File: src/rtl/uart_pkg.sv
// Shared definitions for the host command link receive path: receiver states,
// default bit timing and the protocol bytes the downstream parser recognises.
package uart_pkg;

  typedef enum logic [2:0] {
    IDLE  = 3'd0,
    START = 3'd1,
    DATA  = 3'd2,
    STOP  = 3'd3,
    BREAK = 3'd4
  } uart_state_e;

  // 50 MHz system clock, 115200 baud
  localparam int UART_DEFAULT_CLKS_PER_BIT = 434;

  localparam logic [7:0] S = 8'h53;
  localparam logic [7:0] T = 8'h54;
  localparam logic [7:0] E = 8'h45;
  localparam logic [7:0] N = 8'h4E;
  localparam logic [7:0] D = 8'h44;

endpackage

File: src/rtl/sync_2ff.sv
// Generic 1-bit two-flop synchronizer with asynchronous active-low reset and a
// configurable reset value.
module sync_2ff #(
  parameter logic RESET_VAL = 1'b0
) (
  input  logic clk,
  input  logic rst_n,
  input  logic d,
  output logic q
);

  logic meta;

  always_ff @(posedge clk or negedge rst_n) begin
    if (!rst_n) begin
      meta <= RESET_VAL;
      q    <= RESET_VAL;
    end else begin
      meta <= d;
      q    <= meta;
    end
  end

endmodule

File: src/rtl/uart_rx_byte.sv
// 8N1 UART receiver, LSB first. Oversamples the synchronized line, samples each
// bit at its centre and reports good bytes or framing errors as one-cycle pulses.
module uart_rx_byte
  import uart_pkg::*;
#(
  parameter int CLKS_PER_BIT = UART_DEFAULT_CLKS_PER_BIT
) (
  input  logic       i_Clk,
  input  logic       i_Rst_n,
  input  logic       i_Rx_Serial,
  output logic       o_Rx_DV,
  output logic [7:0] o_Rx_Byte,
  output logic       o_Frame_Err,
  output logic       o_Busy
);

  localparam int CW = $clog2(CLKS_PER_BIT);
  localparam logic [CW-1:0] CNT_HALF = CW'((CLKS_PER_BIT - 1) / 2);
  localparam logic [CW-1:0] CNT_LAST = CW'(CLKS_PER_BIT - 1);

  uart_state_e   state, state_nxt;
  logic [CW-1:0] cnt, cnt_nxt;
  logic [2:0]    idx, idx_nxt;
  logic [7:0]    shift, shift_nxt;
  logic [7:0]    byte_nxt;
  logic          dv_nxt, err_nxt;
  logic          rx_s;

  sync_2ff #(.RESET_VAL(1'b1)) u_sync (
    .clk  (i_Clk),
    .rst_n(i_Rst_n),
    .d    (i_Rx_Serial),
    .q    (rx_s)
  );

  // Output handshake: o_Rx_DV is a valid-only strobe with no ready. The byte on
  // o_Rx_Byte is valid in the DV cycle and stays stable until the next DV.
  always_comb begin
    state_nxt = state;
    cnt_nxt   = cnt + 1'b1;
    idx_nxt   = idx;
    shift_nxt = shift;
    byte_nxt  = o_Rx_Byte;
    dv_nxt    = 1'b0;
    err_nxt   = 1'b0;
    case (state)
      IDLE: begin
        cnt_nxt = '0;
        if (!rx_s) state_nxt = START;
      end
      START: begin
        if (cnt == CNT_HALF) begin
          cnt_nxt   = '0;
          idx_nxt   = 3'd0;
          state_nxt = rx_s ? IDLE : DATA;
        end
      end
      DATA: begin
        if (cnt == CNT_LAST) begin
          cnt_nxt        = '0;
          shift_nxt[idx] = rx_s;
          if (idx == 3'd7) state_nxt = STOP;
          else             idx_nxt   = idx + 3'd1;
        end
      end
      STOP: begin
        // Leaving mid stop bit lets a start edge right after the frame be caught.
        if (cnt == CNT_LAST) begin
          cnt_nxt = '0;
          if (rx_s) begin
            byte_nxt  = shift;
            dv_nxt    = 1'b1;
            state_nxt = IDLE;
          end else begin
            err_nxt   = 1'b1;
            state_nxt = BREAK;
          end
        end
      end
      BREAK: begin
        cnt_nxt = '0;
        if (rx_s) state_nxt = IDLE;
      end
      default: begin
        cnt_nxt   = '0;
        state_nxt = IDLE;
      end
    endcase
  end

  always_ff @(posedge i_Clk or negedge i_Rst_n) begin
    if (!i_Rst_n) begin
      state       <= IDLE;
      cnt         <= '0;
      idx         <= 3'd0;
      shift       <= 8'h00;
      o_Rx_Byte   <= 8'h00;
      o_Rx_DV     <= 1'b0;
      o_Frame_Err <= 1'b0;
    end else begin
      state       <= state_nxt;
      cnt         <= cnt_nxt;
      idx         <= idx_nxt;
      shift       <= shift_nxt;
      o_Rx_Byte   <= byte_nxt;
      o_Rx_DV     <= dv_nxt;
      o_Frame_Err <= err_nxt;
    end
  end

  assign o_Busy = (state != IDLE);

endmodule

File: config.mk
export PLATFORM = sky130hd
export DESIGN_NAME = uart_rx_byte
export DESIGN_NICKNAME = d
export VERILOG_FILES = /design/src/rtl/uart_pkg.sv /design/src/rtl/sync_2ff.sv /design/src/rtl/uart_rx_byte.sv
export SDC_FILE = /design/constraint.sdc
export NUM_CORES = 1
export LEC_CHECK = 0
export ABC_AREA = 1
export CAP_MARGIN = 20
export CELL_PAD_IN_SITES_DETAIL_PLACEMENT = 0
export CELL_PAD_IN_SITES_GLOBAL_PLACEMENT = 1
export CORE_MARGIN = 4
export CORE_UTILIZATION = 39
export CTS_CLUSTER_SIZE = 16
export DETAILED_ROUTE_END_ITERATION = 8
export PLACE_DENSITY = 0.72
export SYNTH_ARGS = -nofsm -noshare
export SYNTH_HDL_FRONTEND = slang
export SYNTH_SLANG_ARGS = --single-unit
File: constraint.sdc
create_clock -name i_Clk -period 1.4 [get_ports i_Clk]
set_input_delay 0.21 -clock i_Clk [delete_from_list [all_inputs] [get_ports i_Clk]]
set_output_delay 0.21 -clock i_Clk [all_outputs]
set_load 0.005 [all_outputs]
==> flow_summary.json <==
{
  "status": "finished with violations",
  "violations": "setup timing",
  "portBuffers": 13,
  "drtAntennaViolNets": 0,
  "syn_area_per_cell_sq_um": 8.221,
  "grt_overflow": 0,
  "critical_path_buf_inv_count": 1,
  "place_inst": 298,
  "timing.reg2reg.setup_slack_ns": -0.06,
  "fmax_ghz": 0.6841,
  "crit_arrival_ns": 1.66,
  "finalSetupTns_ns": -0.5770,
  "drv_cap": 0,
  "coreArea_sq_um": 4354,
  "ir_drop_uv": 537.8,
  "gp_congestion": 0.7768,
  "synth.net_count": 220,
  "setup_viol_count_final": 21,
  "final.min_clock_period_ns": 1.462,
  "holdBufCountCts": 0,
  "tightest_slew_ns": 0.3696,
  "rsz0062_at_grt": "true",
  "drive_gt1_frac": 0.3612,
  "relSlewSlack": 0.7527,
  "cp_cell_sequence": "inv_2 -> ha_4 -> nand2_4 -> nor2_4 -> nand2_4 -> nor2_8 -> nand3_2 -> nand2_1 -> nand2_1",
  "crit_path_end_kind": "flop",
  "finalCritPeriodShare": 1.044,
  "drc": 0,
  "yosys_warnings": 0,
  "cp-start-kind": "flop",
  "grt_max_degree": 36,
  "cts.sinks": 35,
  "ys_seq_area_frac": 0.5039,
  "fillers": 410,
  "vias_per_cell": 4.702,
  "fin_skew_ns": 0.006352,
  "cts_tree": "built",
  "drv_slew": 0,
  "wl_per_cell_microns": 12.07,
  "crit_path_max_incr_delay_ns": 0.39,
  "grt_pass1_vias": 1430,
  "hold_ws_ns": 0.2728,
  "vias": 1481,
  "die_w_microns": 74.85,
  "pre_cts_ws_ns": -0.05405,
  "synth_area_sq_um": 1743,
  "diodes": 0,
  "netlist_instances": 212,
  "die_area_sq_um": 5603,
  "antenna_found_initial": 0,
  "critPathKind": "reg -> reg",
  "synth_cell_types": 23,
  "wirelength_microns": 3802,
  "clock-root-buffer": "clkbuf_8",
  "synth_seq_cells": 35,
  "nets": 270,
  "final_cells": 315,
  "io_pins": 14,
  "die_height_microns": 74.85,
  "fin_ws_ns": -0.06171,
  "critPathMaxFanout": 8,
  "grt_pass1_wl_microns": 6389,
  "grt.total_usage": 0.1510,
  "initial_core_util": 0.4003,
  "required_ns": 1.59,
  "first_pass_iters": 4,
  "slowest_stage": "dfrtp_1",
  "areaGrowthSynthToFinish_pct": 46.88,
  "clk_path_buf_depth": 2,
  "cts_buffers": 5,
  "cts_htree_levels": 2,
  "crit_family": "simple AND/OR/NAND/NOR gates",
  "clock_latency_ns": 0.30,
  "placementRows": 24,
  "leakage_nw": 1.341,
  "final-hold-violation-count": 0,
  "hp-class": "in -> async",
  "power_per_cell_area_nw_per_um2": 777.4,
  "clkTransAtPathRegs_ns": 0.08,
  "drt_iter0_markers": 88,
  "place_hpwl_microns": 2432
}
power breakdown:
group	switching, W	leakage, nW	internal (W)
clock	0.000401	0.0581	0.000530
sequential	0.00000142	0.466	0.00102
combinational	0.0000274	0.817	0.0000152
total	0.000429	1.34	0.00156
cells in the final DEF, fill, tap and decap left out, drive strengths merged:
| cell type | n |
|---|---|
| buf | 32 |
| bufinv | 1 |
| clkbuf | 5 |
| clkdlybuf4s50 | 8 |
| clkinv | 3 |
| dfrtp | 33 |
| dfstp | 2 |
| dlygate4sd2 | 1 |
| dlymetal6s2s | 4 |
| ha | 5 |
| inv | 22 |
| nand2 | 76 |
| nand3 | 18 |
| nand4 | 14 |
| nor2 | 30 |
| nor3 | 2 |
| o21ai | 2 |
| xnor2 | 1 |
| xor2 | 4 |
synth_stat cells:
library cell / number / area, sq um
nand2_2: 3 / 18.77
clkbuf_1: 1 / 3.750
xnor2_1: 1 / 8.760
buf_8: 1 / 15.01
nand2_4: 2 / 22.52
dfrtp_1: 33 / 825.8
nor2_4: 1 / 11.26
nor3_1: 2 / 10.01
xor2_1: 4 / 35.03
clkinv_1: 1 / 3.750
o21ai_0: 2 / 10.01
nand4_1: 14 / 87.58
nand3_1: 17 / 85.08
nand2_1: 71 / 266.5
nor2_8: 1 / 20.02
nor2_1: 25 / 93.84
ha_1: 5 / 62.56
inv_2: 1 / 3.750
nand3_2: 1 / 10.01
inv_1: 21 / 78.83
dfstp_2: 2 / 52.55
buf_2: 1 / 5.000
nor2_2: 2 / 12.51
layout make-up:
class                           instances  area [sq um]  area share
Clock buffer                            5         68.82     0.02688
Clock inverter                          3         43.79     0.01711
Inverter                               23         95.09     0.03715
Multi-Input combinational cell        152         996.0      0.3891
Sequential cell                        35         879.6      0.3436
Tap cell                               52         65.06     0.02542
Timing Repair Buffer                   45         411.6      0.1608
final timing paths:
check,from,endpoint,cells after the start
setup / recovery,cnt[1]$_DFF_PN0_,shift[2]$_DFFE_PN0P_,9
hold / removal,i_Rst_n,cnt[4]$_DFF_PN0_,2
setup reg to reg,cnt[1]$_DFF_PN0_,shift[2]$_DFFE_PN0P_,9
hold reg to reg,u_sync.meta$_DFF_PN1_,u_sync.q$_DFF_PN1_,0
max in group asynchronous,i_Rst_n,u_sync.q$_DFF_PN1_,2
min in group i_Clk,i_Rx_Serial,u_sync.meta$_DFF_PN1_,1
metal layers:
metal | global-route usage | vias up | share of wire
li1 | - | 776 | -
met1 | 0.2028 | 680 | 0.51
met2 | 0.2282 | 20 | 0.43
met3 | 0.03738 | 5 | 0.041
met4 | 0.07115 | 0 | 0.017
met5 | 0 | - | 0
sequential cells by signal, summed over array words and instances (netlist names):
name / count
u_sync.meta: 1
state: 3
cnt: 9
o_Rx_DV: 1
u_sync.q: 1
o_Frame_Err: 1
shift: 8
o_Rx_Byte: 8
idx: 3
logic make-up after synthesis:
family	after synthesis	synth area share
compound gates	2	0.005743
xor+xnor	5	0.02512
fa+ha+maj	5	0.03589
buf+inv	26	0.06316
flops	35	0.5039
simple gates	139	0.3661
timing repair:
action                     in CTS  in global routing
resized for setup              20                 49
setup endpoints to repair      31                 36
setup buffers                   5                  3
cloned                          1                  0
pin swaps                       6                 13
through the flow:
| stage | util | instance area (sq um) | total power (W) |
|---|---|---|---|
| floorplan | - | 1743 | 0.001042 |
| finish | 0.5879 | 2560 | 0.001990 |
| CTS | 0.5405 | 2354 | 0.002011 |
| detailed placement | 0.4868 | 2120 | 0.001081 |
| global route | 0.5879 | 2560 | 0.002066 |
| global placement | 0.4868 | 2120 | 0.001081 |
No activity file was read; power rests on OpenSTA's default activity.
